File: src/rtl/fifo_pkg.sv
// fifo_pkg: constants shared by the FIFO write and read controllers.
//   ERR_OVF / ERR_UDF : bit positions inside the sticky err vector.
//   ERR_W             : width of the err vector.
package fifo_pkg;

  localparam int ERR_OVF = 0;
  localparam int ERR_UDF = 1;
  localparam int ERR_W   = 2;

endpackage : fifo_pkg

File: src/rtl/fifo_write_ctrl_ptr_wrap.sv
// ptr_wrap: pointer register that counts 0..MOD-1 and wraps back to 0.
// The modulus need not be a power of two. Shared by the write and read sides.
// Ports:
//   clk   : clock, posedge
//   reset : asynchronous active-high reset, clears ptr to 0
//   inc   : advance the pointer by one (with wrap) on this edge
//   ptr   : current pointer value
module ptr_wrap #(
  parameter int MOD = 4,
  parameter int W   = 2
) (
  input  logic         clk,
  input  logic         reset,
  input  logic         inc,
  output logic [W-1:0] ptr
);

  // NOTE: state is updated with non-blocking assignments so every register
  // samples its inputs from before the edge, independent of block order.
  always_ff @(posedge clk or posedge reset) begin
    if (reset) begin
      ptr <= '0;
    end else if (inc) begin
      ptr <= (ptr == W'(MOD - 1)) ? '0 : ptr + 1'b1;
    end
  end

endmodule : ptr_wrap

File: src/rtl/fifo_write_ctrl.sv
// fifo_write_ctrl: write-side controller of the FIFO.
// Accepts producer writes while not full, registers address/data toward the
// memory array, tracks occupancy from the read side's pop strobe and produces
// full / almost-full flags. Depth may be any value >= 2.
// Optional feature: define FIFO_WR_ERR_EN to implement the sticky
// overflow/underflow err register; otherwise err reads 2'b00.
// Ports:
//   clk, reset    : clock (posedge) and asynchronous active-high reset
//   fifo_wr       : producer write request
//   fifo_data_in  : producer write data
//   pop           : one entry consumed by the read logic (one-cycle strobe)
//   af_thresh     : almost-full threshold (quasi-static)
//   err_clr       : clears the sticky error bits
//   push          : memory write enable, one cycle per accepted write
//   wr_addr       : memory address for the current push
//   data_out      : memory write data for the current push
//   wr_ptr        : next free slot
//   count         : occupancy 0..MEM_SIZE
//   fifo_full     : count == MEM_SIZE
//   almost_full   : count >= af_thresh
//   err           : sticky flags, [ERR_OVF] overflow, [ERR_UDF] underflow
module fifo_write_ctrl
  import fifo_pkg::*;
#(
  parameter int MEM_SIZE  = 4,
  parameter int WORD_SIZE = 6,
  parameter int PTR_L     = 3
) (
  input  logic                 clk,
  input  logic                 reset,
  input  logic                 fifo_wr,
  input  logic [WORD_SIZE-1:0] fifo_data_in,
  input  logic                 pop,
  input  logic [PTR_L:0]       af_thresh,
  input  logic                 err_clr,
  output logic                 push,
  output logic [PTR_L-1:0]     wr_addr,
  output logic [WORD_SIZE-1:0] data_out,
  output logic [PTR_L-1:0]     wr_ptr,
  output logic [PTR_L:0]       count,
  output logic                 fifo_full,
  output logic                 almost_full,
  output logic [ERR_W-1:0]     err
);

  localparam int CW = PTR_L + 1;

  logic          accept;
  logic          pop_ok;
  logic [CW-1:0] count_next;

  // Acceptance only looks at the registered full flag, so a same-cycle pop
  // cannot make room for a write: no combinational pop -> push path.
  assign accept     = fifo_wr && !fifo_full;
  assign pop_ok     = pop && (count != '0);
  assign count_next = count + CW'(accept) - CW'(pop_ok);

  ptr_wrap #(
    .MOD (MEM_SIZE),
    .W   (PTR_L)
  ) u_wr_ptr (
    .clk   (clk),
    .reset (reset),
    .inc   (accept),
    .ptr   (wr_ptr)
  );

  // Memory-side write port: address and data hold between pushes.
  always_ff @(posedge clk or posedge reset) begin
    if (reset) begin
      push     <= 1'b0;
      wr_addr  <= '0;
      data_out <= '0;
    end else begin
      push <= accept;
      if (accept) begin
        wr_addr  <= wr_ptr;
        data_out <= fifo_data_in;
      end
    end
  end

  // Flags are registered from count_next so they always agree with count.
  always_ff @(posedge clk or posedge reset) begin
    if (reset) begin
      count       <= '0;
      fifo_full   <= 1'b0;
      almost_full <= 1'b0;
    end else begin
      count       <= count_next;
      fifo_full   <= (count_next == CW'(MEM_SIZE));
      almost_full <= (count_next >= af_thresh);
    end
  end

`ifdef FIFO_WR_ERR_EN
  // Clear wins over a set in the same cycle.
  always_ff @(posedge clk or posedge reset) begin
    if (reset) begin
      err <= '0;
    end else if (err_clr) begin
      err <= '0;
    end else begin
      if (fifo_wr && fifo_full)      err[ERR_OVF] <= 1'b1;
      if (pop && (count == '0))      err[ERR_UDF] <= 1'b1;
    end
  end
`else
  logic unused_err_clr;
  assign unused_err_clr = err_clr;
  assign err            = '0;
`endif

endmodule : fifo_write_ctrl

File: config.mk
export PLATFORM = sky130hd
export DESIGN_NAME = fifo_write_ctrl
export DESIGN_NICKNAME = d
export VERILOG_FILES = /design/src/rtl/fifo_pkg.sv /design/src/rtl/fifo_write_ctrl_ptr_wrap.sv /design/src/rtl/fifo_write_ctrl.sv
export SDC_FILE = /design/constraint.sdc
export NUM_CORES = 1
export LEC_CHECK = 0
export BUFFER_PORTS_ARGS = -buffer_cell sky130_fd_sc_hd__clkbuf_2
export CAP_MARGIN = 20
export CORE_MARGIN = 4
export CORE_UTILIZATION = 40
export CTS_CLUSTER_DIAMETER = 80
export DETAILED_ROUTE_END_ITERATION = 8
export PLACE_DENSITY_LB_ADDON = 0.1
export SETUP_SLACK_MARGIN = 0.02
export SLEW_MARGIN = 15
export SYNTH_ARGS = -nofsm -noshare
export SYNTH_HDL_FRONTEND = slang
export SYNTH_SLANG_ARGS = --single-unit
File: constraint.sdc
create_clock -name clk -period 3 [get_ports clk]
set_input_delay 0.3 -clock clk [delete_from_list [all_inputs] [get_ports clk]]
set_output_delay 0.3 -clock clk [all_outputs]
set_load 0.005 [all_outputs]
==> flow_summary.yaml <==
status:
  status: "finished clean"
clock_tree:
  ctsHtreeMaxLevel: 1
  cts-resized-gates: 0
  clockBufferDepth: 2
  insertion_delay_ns: 0.28
  cts_tree: "built"
  cts_buffers: 3
  post_cts_buffers: 0
  cts-root-buf: "clkbuf_4"
  path_clk_slew_ns: 0.10
  cts_sinks: 19
  cts_hold_buf: 0
timing:
  grt_setup_unrepaired: "false"
  relSlewSlack_pct: 54.2
  final-max-slew-violation-count: 0
  finalSetupTns_ns: 0
  finalHoldViolCount: 0
  fin_skew_ns: 0.000870
  worstMarginPinSlew_ns: 0.686
  period_share_pct: 88.4
  finalCriticalPeriod_ns: 2.65
  max_freq_ghz: 0.377
  setup_viol: 0
finish:
  synthToLayoutAreaGrowth_pct: 20.9
  fill_cells: 229
  antennaDiodeCount: 0
  final_common_cell: "nand2_1"
  nets: 158
  drive_gt1_share_pct: 28.2
  layout_common_cells: "nand2_1, clkbuf_2, dfrtp_1"
  stdcell_count: 159
route:
  vias: 722
  ant_nets: 0
  firstDrtPassIters: 4
  initialDrtViolationCount: 4
  viasPerCell: 4.54
  wl_per_cell_um: 10.9
  wl_um: 1740
  drcViolationCount: 0
pwr:
  p_leak_uw: 0.000669
  peakVddDrop_uv: 579
  power_density_mw_per_mm2: 934
place:
  dp.cells: 155
  routabilityCongestion: 0.669
  place_hpwl_um: 1370
  portBuffers: 32
yosys:
  syn_area_um2: 947
  ys_types: 21
  yosysSeqAreaShare_pct: 50.2
  syn_inst: 98
  syn_avg_cell_area_um2: 9.66
  ys_warn_count: 0
  ys_ff_latch: 19
global_routing:
  grt_antenna_before_repair: 0
  track_usage_pct: 12.3
  grt_max_degree: 20
  grt_pass1_vias: 716
  grt_overflow_total: 0
  grt_pass1_wl_um: 3090
critical_path:
  reg2reg_depth: 12
  worst_setup_path_end_kind: "flip-flop"
  crit_chain: "inv_1 > ha_1 > inv_1 > o31a_1 > ha_1 > inv_1 > ha_1 > fa_1 > xor2_2 > ha_1 > nand2_1 > o21ai_0"
  worstPathArrival_ns: 2.83
  critPathLaunchType: "flip-flop"
  max_stage_delay_ns: 0.43
  worstPathRequired_ns: 3.17
  worstSetupPathType: "flip-flop to flip-flop"
  critPathMostFrequentCell: "ha_1"
  slowest_stage: "fa_1"
  cp_max_fo: 4
floorplanning:
  pin_count: 36
  die-width_um: 56.7
  initial_core_util_pct: 42.4
  die_y_um: 56.7
  rows: 17
  dieArea_mm2: 0.00321
  core-area_mm2: 0.00223
job:
  drv_cap: 0
min_path:
  worstHoldPathType: "input pin to asynchronous set/reset pin"
[kinds of logic after synthesis]
family                   share of synthesized area, %
AO/OA/AOI/OAI                                    4.89
other                                           0.396
AND/OR/NAND/NOR                                  17.4
buffers and inverters                            8.06
adder cells (fa/ha/maj)                          15.3
multiplexers                                     1.06
flip-flops                                       50.2
XOR/XNOR                                         2.64
[worst max-delay path, delay by kind of cell (launching register included)]
family	cells	cell delay (ns)
AO/OA/AOI/OAI	2	0.34
flip-flops	1	0.40
AND/OR/NAND/NOR	1	0.05
adder cells (fa/ha/maj)	5	1.33
XOR/XNOR	1	0.27
buffers and inverters	3	0.16
[final timing paths]
kind | start | end | slack (ns)
setup / recovery | count[2]$_DFF_PP0_ | almost_full$_DFF_PP0_ | 0.35
hold / removal | reset | data_out[0]$_DFFE_PP0P_ | 0.09
setup reg to reg | count[2]$_DFF_PP0_ | almost_full$_DFF_PP0_ | 0.35
hold reg to reg | wr_addr[0]$_DFFE_PP0P_ | wr_addr[0]$_DFFE_PP0P_ | 0.48
max in group asynchronous | reset | almost_full$_DFF_PP0_ | 2.48
min in group clk | fifo_data_in[1] | data_out[1]$_DFFE_PP0P_ | 0.20
[report_power, final]
group | leakage (uW) | internal (uW) | switching (uW) | total [uW]
logic | 0.000419 | 254 | 300 | 554
registers | 0.000235 | 341 | 51.7 | 392
clock network | 0.0000150 | 51.5 | 71.2 | 123
total | 0.000669 | 646 | 423 | 1070
[final cells by class]
type,count,area [um^2],share of cell area (%)
Sequential cell,19,475,41.5
Multi-Input combinational cell,63,399,34.9
Timing Repair Buffer,32,160,14.0
Inverter,13,48.8,4.26
Tap cell,28,35.0,3.06
Clock buffer,4,26.3,2.30
[synth_stat cells]
master     n  share of area, %
buf_2      1              0.53
nand2_1   33                13
xor2_2     1               1.7
nand3_1    2               1.1
a21boi_0   1              0.79
buf_4      3               2.4
dfrtp_1   19                50
mux2i_1    1               1.1
o21ai_1    1              0.53
xnor2_1    1              0.92
nor2_1     1              0.40
nand2b_1   1              0.66
fa_1       1               2.1
conb_1     1              0.40
nand2b_4   1               1.5
o31a_1     1              0.92
a21oi_1    3               1.6
o21ai_0    2               1.1
ha_1      10                13
nand3b_1   1              0.79
inv_1     13               5.2
[state kept, by name, summed over array words and instances (netlist names)]
name          count
wr_addr           3
fifo_full         1
push              1
count             4
almost_full       1
data_out          6
u_wr_ptr.ptr      3
[through the flow]
stage / util (%) / hold slack [ns] / area, um^2 / total power (uW) / setup WS, ns
detailed placement: 50.1 / 0.430 / 1120 / 962 / 0.357
floorplan: - / 0.251 / 951 / 783 / 0.539
global placement: 50.1 / 0.434 / 1120 / 935 / 0.414
CTS: 51.3 / 0.113 / 1140 / 1090 / 0.308
global route: 51.3 / 0.147 / 1140 / 1190 / 0.189
finish: 51.3 / 0.0854 / 1140 / 1070 / 0.347
[routing by layer]
layer / up-vias / global-route usage [%] / wire (um)
li1: 362 / - / -
met1: 336 / 13.4 / 675
met2: 22 / 21.8 / 910
met3: 2 / 3.22 / 121
met4: 0 / 6.10 / 27
met5: - / 0 / 0
No activity file was read; power rests on OpenSTA's default activity.
